[config.mk]
export PLATFORM = sky130hd
export DESIGN_NAME = cus19_store_buffer
export DESIGN_NICKNAME = d
export VERILOG_FILES = /design/src/rtl/cus19_store_buffer.sv
export SDC_FILE = /design/constraint.sdc
export NUM_CORES = 1
export LEC_CHECK = 0
export BUFFER_PORTS_ARGS = -buffer_cell sky130_fd_sc_hd__buf_2
export CAP_MARGIN = 15
export CORE_ASPECT_RATIO = 0.9
export CORE_MARGIN = 2
export CORE_UTILIZATION = 52
export DETAILED_ROUTE_END_ITERATION = 8
export GPL_TIMING_DRIVEN = 0
export HOLD_SLACK_MARGIN = 0.12
export PLACE_DENSITY = 0.71
export SLEW_MARGIN = 10
export SYNTH_ARGS = -nofsm -noshare
export SYNTH_HDL_FRONTEND = slang
export SYNTH_SLANG_ARGS = --single-unit
[constraint.sdc]
create_clock -name clk -period 4.77 [get_ports clk]
set_clock_uncertainty 0.1 [all_clocks]
set_input_delay 0 -clock clk [delete_from_list [all_inputs] [get_ports clk]]
set_output_delay 0 -clock clk [all_outputs]
set_load 0.02 [all_outputs]
[src/rtl/cus19_store_buffer.sv]
// cus19_store_buffer: circular store queue draining to data memory over req/ack, with store-to-load forwarding
module cus19_store_buffer #(
  parameter int ADDR_W = 11,
  parameter int DATA_W = 8,
  parameter int DEPTH  = 4,
  parameter int CNT_W  = $clog2(DEPTH) + 1
) (
  input  logic              clk,
  input  logic              rst,
  input  logic              mem_wr_in,
  input  logic [ADDR_W-1:0] imm_addr_in,
  input  logic [DATA_W-1:0] rs1_data_in,
  output logic              stall_out,
  output logic [ADDR_W-1:0] dm_wr_addr_out,
  output logic [DATA_W-1:0] dm_wr_data_out,
  output logic              dm_write_req,
  input  logic              dm_write_ack_in,
  input  logic [ADDR_W-1:0] ld_addr_in,
  output logic              ld_hit_out,
  output logic [DATA_W-1:0] ld_data_out,
  output logic [CNT_W-1:0]  count_out,
  output logic              empty_out
);
  localparam int PTR_W = $clog2(DEPTH);
  logic [DEPTH-1:0]  valid_q, valid_d;
  logic [ADDR_W-1:0] addr_q [DEPTH];
  logic [DATA_W-1:0] data_q [DEPTH];
  logic [PTR_W-1:0]  head_q, head_d, tail_q, tail_d;
  logic [CNT_W-1:0]  count_q, count_d;
  logic              full, empty, push, pop;
  // Occupancy flags come from the registered count; a same-cycle ack never frees space for this cycle's push.
  always_comb begin
    full  = count_q == CNT_W'(DEPTH);
    empty = count_q == '0;
    push  = mem_wr_in && !full;
    pop   = !empty && dm_write_ack_in;
  end
  // Next-state pointers, count and valid bits; push and pop never target the same slot in one cycle.
  always_comb begin
    head_d  = pop ? head_q + 1'b1 : head_q;
    tail_d  = push ? tail_q + 1'b1 : tail_q;
    count_d = count_q + CNT_W'(push) - CNT_W'(pop);
    valid_d = valid_q;
    if (pop) valid_d[head_q] = 1'b0;
    if (push) valid_d[tail_q] = 1'b1;
  end
  // State registers; reset discards every pending entry so nothing drains afterwards.
  always_ff @(posedge clk or posedge rst) begin
    if (rst) begin
      head_q  <= '0;
      tail_q  <= '0;
      count_q <= '0;
      valid_q <= '0;
      for (int i = 0; i < DEPTH; i++) begin
        addr_q[i] <= '0;
        data_q[i] <= '0;
      end
    end else begin
      head_q  <= head_d;
      tail_q  <= tail_d;
      count_q <= count_d;
      valid_q <= valid_d;
      if (push) begin
        addr_q[tail_q] <= imm_addr_in;
        data_q[tail_q] <= rs1_data_in;
      end
    end
  end
  // Drain port and status outputs; the head entry is held on the bus until acknowledged.
  always_comb begin
    stall_out      = full;
    empty_out      = empty;
    count_out      = count_q;
    dm_write_req   = !empty;
    dm_wr_addr_out = empty ? '0 : addr_q[head_q];
    dm_wr_data_out = empty ? '0 : data_q[head_q];
  end
  // Forwarding scans oldest to youngest so the youngest matching store wins; the incoming store is not visible yet.
  always_comb begin
    ld_hit_out  = 1'b0;
    ld_data_out = '0;
    for (int k = 0; k < DEPTH; k++) begin
      if (valid_q[PTR_W'(head_q + PTR_W'(k))] && addr_q[PTR_W'(head_q + PTR_W'(k))] == ld_addr_in) begin
        ld_hit_out  = 1'b1;
        ld_data_out = data_q[PTR_W'(head_q + PTR_W'(k))];
      end
    end
  end
endmodule

==> results.yml, run 1 <==
run_status:
  outcome: "finished, final reports clean"
pwr:
  pwr_density_cell_nw_per_um2: 849
  p_leak_nw: 3.26
  total_power_mw: 6.65
  vdd_drop_max_v: 0.000434
route:
  met1Wirelength_um: 7950
  firstDrtPassIters: 5
  highest_layer_used_for_signal_routing: "met4"
  number_of_drc_markers_after_the_initial_detailed_route_iteration: 495
  post_drt_via_cell_ratio: 6.29
  routed-wl-met3_um: 1210
  wl_met2_um: 8760
  drc: 0
  detail_route.wirelength_um: 18300
  residual_antenna_violating_net_count_after_detailed_routing: 0
  dr_total_vias: 4996
  wl_per_cell_um: 23.0
cells_and_area:
  final_common_cell: "dfrtp_1"
  mostFrequentLayoutCells: "86 x dfrtp_1, 83 x mux2_2, 71 x buf_2"
  post_route_cells_drive_above_1_share_pct: 40.3
  layout.nets: 670
  antenna_cells: 0
  flow.area_growth_from_synthesis_pct: 16.5
cts:
  tritoncts_buffers: 9
  clock_sink_total: 87
  cts_root_buffer: "clkbuf_16"
  cts.clk_slew.worst_paths_ns: 0.06
  clock_path_buffers: 2
  clock_tree_from_tritoncts: "built"
  h-tree-depth: 3
  clk-insertion-delay-late_ns: 0.36
die:
  io_pins: 68
  core_rows: 39
  initial_utilization_pct: 53.2
  die_ht_um: 112
  chipWidth_um: 124
  floorplan_core_area_um2: 12600
  dieArea_um2: 13900
sta:
  relSlewSlack_pct: 33.0
  unrepaired_setup_endpoints_after_global_routing: "false"
  finalCritPeriodShare_pct: 94.8
  final_number_of_hold_violating_endpoints: 0
  setup-tns-final_ns: 0
  count_of_endpoints_failing_setup_in_the_final_report: 0
  top_achievable_clock_speed_mhz: 221
  final-max-slew-violation-count: 0
  finalWorstPathRequiredPeriod_ns: 4.52
  worst-slew-pin-transition_ns: 1.00
yosys:
  edff_count_synth: 0
  postSynthAreaPerCell_um2: 12.7
  syn-instance-count: 529
  synth.top_cell.area_share_pct: 32.4
  synth_async_sr_flop_share_pct: 100
  dominantRegCellSynth: "dfrtp_1"
  synth_sequential_area_ratio_pct: 32.4
  post_synth_main_area_contributors: "dfrtp_1 32%, mux4_2 16%, mux2_2 14%"
  synth_area_um2: 6730
  synth_top_area_cell: "dfrtp_1"
  mappedNetlistNets: 574
  ys_seq_elements: 87
  synthDistinctLibCells: 53
  synth.yosys.warnings: 0
global_route:
  vias_in_the_first_global_route: 5145
  globalRoute.totalOverflow: 0
  wire_length_of_the_first_global_routing_pass_um: 28900
  antenna_found_initial: 0
  gr-usage-all-layers_pct: 28.4
  grt_max_degree: 54
placement:
  gp_congestion: 0.949
  port_buffers: 60
  hpwl_after_detailed_placement_um: 12900
worst_setup_path:
  critical-path-top-delay-family: "buffers and inverters"
  timing.critical_path.arrival_ns: 4.42
  timing.critical_path.from_type: "flop"
  timing.critical_path.cells: "buf_6, clkinvlp_4, buf_2, ha_1, buf_2, buf_4, buf_4, mux4_2, xnor2_1, nand4_1, nor3_4, buf_6, mux2i_1, a21oi_2, buf_2"
  endpoint_kind: "primary output"
  cp_slowest_cell: "dfrtp_2"
  cp.buffers_inverters: 8
  critical-path-max-stage-delay_ns: 0.47
  crit_type: "flop to primary output"
  crit_path_frequent_cell: "buf_2"
  required_ns: 4.67
  crit_path_max_fanout: 11
job:
  max_cap_violations: 0
worst_hold_path:
  hold_path.class: "primary input to flop"
-- power by group --
| part | internal [mW] | switching (mW) | leakage, nW |
|---|---|---|---|
| Combinational | 2.20 | 2.09 | 2.08 |
| Sequential | 1.12 | 0.508 | 1.03 |
| Clock | 0.420 | 0.308 | 0.149 |
| Total | 3.74 | 2.91 | 3.26 |
-- cell families (layout without fill, tap and decap cells) --
logic type      count (synthesis)  after routing  share of synthesized area [%]
compound gates                 37             37                           4.43
xor+xnor                       59             59                           7.68
fa+ha+maj                      11             11                           2.16
buf+inv                        57            158                           4.97
flops                          87             87                           32.4
mux                           186            186                           40.6
simple gates                   92             92                           7.81
-- per-stage QoR --
| step | hold slack (ns) | util (%) | worst slack (ns) | cells | area [µm²] |
|---|---|---|---|---|---|
| 5_1_grt | 0.205 | 62.0 | 0.0591 | 794 | 7830 |
| 3_3_place_gp | 0.168 | 57.2 | 0.142 | 753 | 7230 |
| 4_1_cts | 0.176 | 61.8 | 0.0430 | 793 | 7810 |
| 3_5_place_dp | -0.0388 | 57.4 | 0.193 | 754 | 7260 |
| 6_report | 0.190 | 62.0 | 0.247 | 794 | 7830 |
| 2_1_floorplan | 0.0506 | - | 1.27 | 529 | 6730 |
-- layer usage --
layer	vias to the layer above	track usage [%]
li1	2202	-
met1	2566	39.7
met2	196	43.8
met3	32	6.81
met4	0	9.09
met5	-	0
-- worst min-delay path: cells and delay by family --
family	cells	cell delay (ns)
and+or+nand+nor	1	0.12
buffers and inverters	2	0.31
xor gates and xnor gates	1	0.18
-- registers in the layout, summed over array words and instances (netlist names) --
register	flops
addr_q	44
valid_q	4
head_q	2
tail_q	2
count_out	3
data_q	32
-- worst paths after layout --
kind / depth (start not counted) / end / startpoint / slack [ns]
max: 15 / ld_data_out[4] / head_q[0] / 0.25
min: 4 / head_q[0] / dm_write_ack_in / 0.19
min reg2reg: 1 / count_out[2] / count_out[2] / 0.43
max reg2reg: 10 / head_q[1] / head_q[0] / 1.49
max in group asynchronous: 5 / addr_q[28] / rst / 3.25
min in group asynchronous: 4 / data_q[0] / rst / 0.70
-- cells in the mapped netlist (all sizes together), types with 2 or more instances --
cell type,count
a211oi,12
nand4,5
inv,13
mux2i,46
mux2,83
xor2,19
mux4,57
a2111oi,2
a21oi,6
dfrtp,87
o211ai,5
nand2,27
nand3b,6
nand3,11
o21ai,6
nor3,4
xnor2,40
nor2b,14
buf,26
ha,10
nor3b,4
nor2,7
nor4,7
clkbuf,17
and3,2
-- final cells by class --
type	count	area [µm²]
inverters	14	58.8
flip-flops and latches	87	2180
fillers	972	4800
clock inverters	5	57.6
multi-input cells	385	4230
plain buffers	43	290
well taps	164	205
repair buffers	85	576
clock buffers	11	243
-- repair_timing --
action	in CTS	in global routing
pin swaps	1	1
endpoints found under the setup margin	9	9
endpoints found under the hold margin	164	0
gates resized for setup	4	5
buffers inserted	1	1
cloned	0	0
hold buffers	22	0
Note: power is estimated with default switching activity, not from simulation.
==> run 2, diff against run 1 <==
--- a/config.mk
+++ b/config.mk
@@ -9,11 +9,10 @@
 export CAP_MARGIN = 15
 export CORE_ASPECT_RATIO = 0.9
 export CORE_MARGIN = 2
-export CORE_UTILIZATION = 52
+export CORE_UTILIZATION = 61
 export DETAILED_ROUTE_END_ITERATION = 8
-export GPL_TIMING_DRIVEN = 0
 export HOLD_SLACK_MARGIN = 0.12
-export PLACE_DENSITY = 0.71
+export PLACE_DENSITY = 0.81
 export SLEW_MARGIN = 10
 export SYNTH_ARGS = -nofsm -noshare
 export SYNTH_HDL_FRONTEND = slang
==> results.yml, run 2 (synthesis gave the netlist of run 1 again) <==
worst_setup_path:
  timing.critical_path.cells: "clkinv_1, ha_2, buf_4, mux4_2, xor2_1, nor4_1, nand4b_1, nor2_1, a211oi_1, a211oi_2, buf_2"
  required_ns: 4.67
  origin_of_the_worst_setup_path: "head_q[0]"
  crit_path_max_fanout: 31
  timing.critical_path.arrival_ns: 4.35
  cp_slowest_cell: "dfrtp_4"
  timing.critical_path.from_type: "flop"
  timing.rr.start: "count_out[1]"
  critical-path-top-delay-family: "simple AND/OR/NAND/NOR gates"
  endpoint_kind: "primary output"
  cp.buffers_inverters: 3
  crit_type: "flop to primary output"
  critical-path-max-stage-delay_ns: 0.74
cts:
  clock_sink_total: 87
  clk-insertion-delay-late_ns: 0.35
  post_cts.resized_instances: 0
  cts.clk_slew.worst_paths_ns: 0.07
  clock_path_buffers: 2
  clock_tree_from_tritoncts: "built"
  h-tree-depth: 3
  cts_root_buffer: "clkbuf_16"
  tritoncts_buffers: 9
cells_and_area:
  flow.area_growth_from_synthesis_pct: 12.7
  regMostFlops: "addr_q"
  postLayoutCoreUtil_pct: 70.4
  final_common_cell: "dfrtp_1"
  antenna_cells: 0
  layout.area.seq_um2: 2180
  fillCellCount: 751
  post_route_cells_drive_above_1_share_pct: 40.2
  multiInputGateArea_um2: 4220
  layout.nets: 639
  mostFrequentLayoutCells: "85 x dfrtp_1, 83 x mux2_2, 67 x buf_2"
  flip_flop_count_of_the_largest_register_after_layout: 44
  biggest_regs: "addr_q: 44 flops, data_q: 32 flops, valid_q: 4 flops"
sta:
  finalCritPeriodShare_pct: 93.4
  finalWorstPathRequiredPeriod_ns: 4.45
  final-max-slew-violation-count: 0
  finalHoldWorstSlack_ns: 0.139
  relSlewSlack_pct: 18.9
  count_of_endpoints_failing_setup_in_the_final_report: 0
  top_achievable_clock_speed_mhz: 225
  final_number_of_hold_violating_endpoints: 0
  worst-slew-pin-transition_ns: 1.21
  unrepaired_setup_endpoints_after_global_routing: "false"
  setup-tns-final_ns: 0
die:
  die_ht_um: 104
  chipWidth_um: 115
  dieArea_um2: 11900
  core_rows: 36
  initial_utilization_pct: 62.5
  io_pins: 68
  floorplan_core_area_um2: 10800
route:
  post_drt_via_cell_ratio: 6.58
  wl_per_cell_um: 22.2
  drc: 0
  firstDrtPassIters: 5
  dr_total_vias: 4816
  detail_route.wirelength_um: 16300
  number_of_drc_markers_after_the_initial_detailed_route_iteration: 367
  residual_antenna_violating_net_count_after_detailed_routing: 0
placement:
  hpwl_after_detailed_placement_um: 10900
  port_buffers: 67
  gp_congestion: 0.955
global_route:
  globalRoute.totalOverflow: 0
  grt_max_degree: 58
  gr-usage-all-layers_pct: 29.1
  antenna_found_initial: 0
  wire_length_of_the_first_global_routing_pass_um: 26700
  vias_in_the_first_global_route: 4901
run_status:
  outcome: "finished, final reports clean"
pwr:
  vdd_drop_max_v: 0.000560
  p_leak_nw: 3.16
  total_power_mw: 6.43
  pwr_density_cell_nw_per_um2: 849
job:
  max_cap_violations: 0
worst_hold_path:
  hold_path.class: "primary input to async pin"
==> run 2: cell types whose count changed in the layout (fill, tap and decap cells not counted), sizes merged <==
cell / before / now
clkbuf: 29 / 9
clkinvlp: 1 / 2
inv: 13 / 15
bufinv: 1 / 2
buf: 88 / 75
clkinv: 4 / 2
==> run 2: metrics by stage <==
step | instances | setup slack [ns] | instance area, µm²
6_report | 732 | 0.317 | 7580
5_1_grt | 732 | 0.0426 | 7580
4_1_cts | 731 | 0.320 | 7560
3_5_place_dp | 693 | 0.722 | 7010
3_3_place_gp | 693 | 0.934 | 7010
2_1_floorplan | 529 | 1.27 | 6730
==> run 2: final timing paths <==
check                           slack [ns]  cells after the start        endpoint
max in group asynchronous             3.27                      4       head_q[0]
worst max register to register        2.06                      9    count_out[2]
min in group clk                      0.35                      3      addr_q[18]
worst max-delay path                  0.32                     11  ld_data_out[0]
worst min register to register        0.43                      1    count_out[2]
worst min-delay path                  0.14                      3    count_out[2]
==> run 2: where the power goes <==
| group | leakage [nW] | switching [mW] | internal [mW] |
|---|---|---|---|
| clock | 0.155 | 0.316 | 0.466 |
| combinational | 1.97 | 1.89 | 2.08 |
| sequential | 1.03 | 0.558 | 1.13 |
| total | 3.16 | 2.76 | 3.67 |
==> run 2: layout make-up <==
| type | instances | area share [%] |
|---|---|---|
| clock buffers | 9 | 2.97 |
| inverters | 14 | 0.710 |
| repair buffers | 97 | 8.29 |
| flip-flops and latches | 87 | 28.8 |
| clock inverters | 7 | 1.37 |
| well taps | 133 | 2.20 |
| multi-input cells | 385 | 55.7 |
==> run 2: worst min-delay path: stages <==
cell and delay [ns]:
dlygate4sd3_1 0.53, buf_2 0.13, clkinv_2 0.40
==> run 2: per-layer routing <==
metal | share of wire, % | vias to the layer above | GRT usage [%]
met4 | 2.2 | 0 | 8.89
met2 | 50 | 180 | 45.9
li1 | - | 2139 | -
met5 | 0 | - | 0
met3 | 5.4 | 36 | 5.68
met1 | 43 | 2461 | 41.0
==> run 2: timing repair <==
action | 4_1_cts | 5_1_grt
hold buffers | 22 | 0
setup buffers | 0 | 1
endpoints found under the hold margin | 116 | 0
endpoints found under the setup margin | 0 | 2
==> run 3, diff against run 2 <==
--- a/config.mk
+++ b/config.mk
@@ -7,7 +7,6 @@
 export LEC_CHECK = 0
 export BUFFER_PORTS_ARGS = -buffer_cell sky130_fd_sc_hd__buf_2
 export CAP_MARGIN = 15
-export CORE_ASPECT_RATIO = 0.9
 export CORE_MARGIN = 2
 export CORE_UTILIZATION = 61
 export DETAILED_ROUTE_END_ITERATION = 8
==> results.yml, run 3 (synthesis gave the netlist of run 1 again) <==
global_route:
  antenna_found_initial: 0
  grt_max_degree: 58
  vias_in_the_first_global_route: 4799
  gr-usage-all-layers_pct: 29.1
  globalRoute.totalOverflow: 0
  wire_length_of_the_first_global_routing_pass_um: 25700
sta:
  finalHoldWorstSlack_ns: 0.184
  relSlewSlack_pct: 19.3
  unrepaired_setup_endpoints_after_global_routing: "false"
  final_number_of_hold_violating_endpoints: 0
  top_achievable_clock_speed_mhz: 226
  finalWorstPathRequiredPeriod_ns: 4.43
  count_of_endpoints_failing_setup_in_the_final_report: 0
  worst-slew-pin-transition_ns: 1.21
  setup-tns-final_ns: 0
  final-max-slew-violation-count: 0
  finalCritPeriodShare_pct: 92.8
cts:
  h-tree-depth: 3
  clk-insertion-delay-late_ns: 0.38
  clock_path_buffers: 2
  clock_sink_total: 87
  tritoncts_buffers: 9
  post_cts.resized_instances: 0
  cts.clk_slew.worst_paths_ns: 0.09
  cts_root_buffer: "clkbuf_8"
  clock_tree_from_tritoncts: "built"
cells_and_area:
  biggest_regs: "addr_q: 44 flops, data_q: 32 flops, valid_q: 4 flops"
  fillCellCount: 789
  layout.nets: 639
  flip_flop_count_of_the_largest_register_after_layout: 44
  final_common_cell: "dfrtp_1"
  flow.area_growth_from_synthesis_pct: 11.9
  regMostFlops: "addr_q"
  post_route_cells_drive_above_1_share_pct: 40.2
  mostFrequentLayoutCells: "85 x dfrtp_1, 83 x mux2_2, 67 x buf_2"
  multiInputGateArea_um2: 4220
  layout.area.seq_um2: 2180
  antenna_cells: 0
pwr:
  p_leak_nw: 3.14
  share_comb_of_total_power_pct: 62.7
  internal_power_mw: 3.59
  pwr_density_cell_nw_per_um2: 837
  total_power_mw: 6.30
  vdd_drop_max_v: 0.000509
  switching_share_pct: 43.0
  pwr-share-clk_pct: 10.4
  switchingPower_mw: 2.71
  share_seq_of_total_power_pct: 27.0
die:
  core_rows: 38
  initial_utilization_pct: 62.3
  die_ht_um: 109
  floorplan_core_area_um2: 10800
  chipWidth_um: 109
  io_pins: 68
  dieArea_um2: 11900
worst_setup_path:
  required_ns: 4.67
  cp_slowest_cell: "dfrtp_4"
  critical-path-max-stage-delay_ns: 0.79
  timing.critical_path.cells: "clkinv_1, ha_2, buf_12, mux4_1, xor2_1, nor4_1, nand4b_1, nor2_1, a211oi_1, a211oi_2, buf_2"
  crit_type: "flop to primary output"
  worst_r2r_endpoint: "data_q[22]"
  timing.rr.start: "count_out[2]"
  critical-path-top-delay-family: "simple AND/OR/NAND/NOR gates"
  timing.critical_path.arrival_ns: 4.33
  timing.reg2reg.worst_path_depth: 4
  timing.critical_path.from_type: "flop"
  crit_path_max_fanout: 39
  endpoint_kind: "primary output"
  cp.buffers_inverters: 3
  rrSetupSlack_ns: 2.10
route:
  firstDrtPassIters: 5
  drc: 0
  detail_route.wirelength_um: 16200
  routed-wl-met3_um: 907
  residual_antenna_violating_net_count_after_detailed_routing: 0
  highest_layer_used_for_signal_routing: "met4"
  dr_total_vias: 4781
  wl_met2_um: 8060
  number_of_drc_markers_after_the_initial_detailed_route_iteration: 293
  met1Wirelength_um: 6800
  wl_per_cell_um: 21.9
  post_drt_via_cell_ratio: 6.47
worst_hold_path:
  hold_path.class: "primary input to async pin"
job:
  max_cap_violations: 0
run_status:
  outcome: "finished, final reports clean"
placement:
  gp_congestion: 0.899
  hpwl_after_detailed_placement_um: 10800
  port_buffers: 67
==> run 3: how the worst max path moves through the flow <==
stage | to | slack, ns | start | cells after the start
2_1_floorplan | ld_data_out[1] | 1.27 | head_q[0] | 14
3_3_place_gp | ld_data_out[5] | 0.80 | head_q[0] | 11
3_5_place_dp | ld_data_out[0] | 0.65 | head_q[0] | 11
4_1_cts | ld_data_out[0] | 0.22 | head_q[0] | 11
5_1_grt | ld_data_out[7] | 0.06 | head_q[0] | 9
6_report | ld_data_out[0] | 0.34 | head_q[0] | 11
==> run 3: power groups by stage <==
| stage | sequential, mW | clock (mW) | combinational [mW] |
|---|---|---|---|
| final | 1.70 | 0.653 | 3.95 |
| after global routing | 1.78 | 0.687 | 4.22 |
| after CTS | 1.67 | 0.661 | 3.94 |
| after detailed placement | 1.68 | 0 | 3.91 |
| after global placement | 1.63 | 0 | 3.80 |
| after floorplan | 1.46 | 0 | 3.31 |
==> run 3: through the flow <==
| step | utilization (%) | area (µm²) | std cells | setup WS [ns] |
|---|---|---|---|---|
| detailed placement | 65.1 | 7030 | 699 | 0.648 |
| floorplan | - | 6730 | 529 | 1.27 |
| global placement | 65.1 | 7030 | 699 | 0.803 |
| global route | 69.8 | 7530 | 739 | 0.0555 |
| CTS | 69.5 | 7500 | 737 | 0.217 |
| finish | 69.8 | 7530 | 739 | 0.342 |
==> run 3: what timing repair did <==
action,4_1_cts,5_1_grt
hold buffers,22,0
setup buffers,0,2
endpoints found under the hold margin,129,0
endpoints found under the setup margin,0,5
==> run 3: metal layers <==
metal  global-route usage [%]  up-vias
li1                         -     2122
met1                     39.8     2447
met2                     46.6      174
met3                     5.20       38
met4                     11.0        0
met5                        0        -
==> run 3: worst register-to-register path, delay by kind of cell, from the launching register on <==
kind | cells | cell delay (ns)
and+or+nand+nor | 3 | 1.44
muxes | 1 | 0.58
DFF | 1 | 0.43
==> run 3: cell type report <==
cell class / count / area share, %
clock inverters: 5 / 1.38
well taps: 140 / 2.33
multi-input cells: 385 / 56.1
inverters: 14 / 0.715
flip-flops and latches: 87 / 29.0
clock buffers: 11 / 2.01
repair buffers: 97 / 8.51
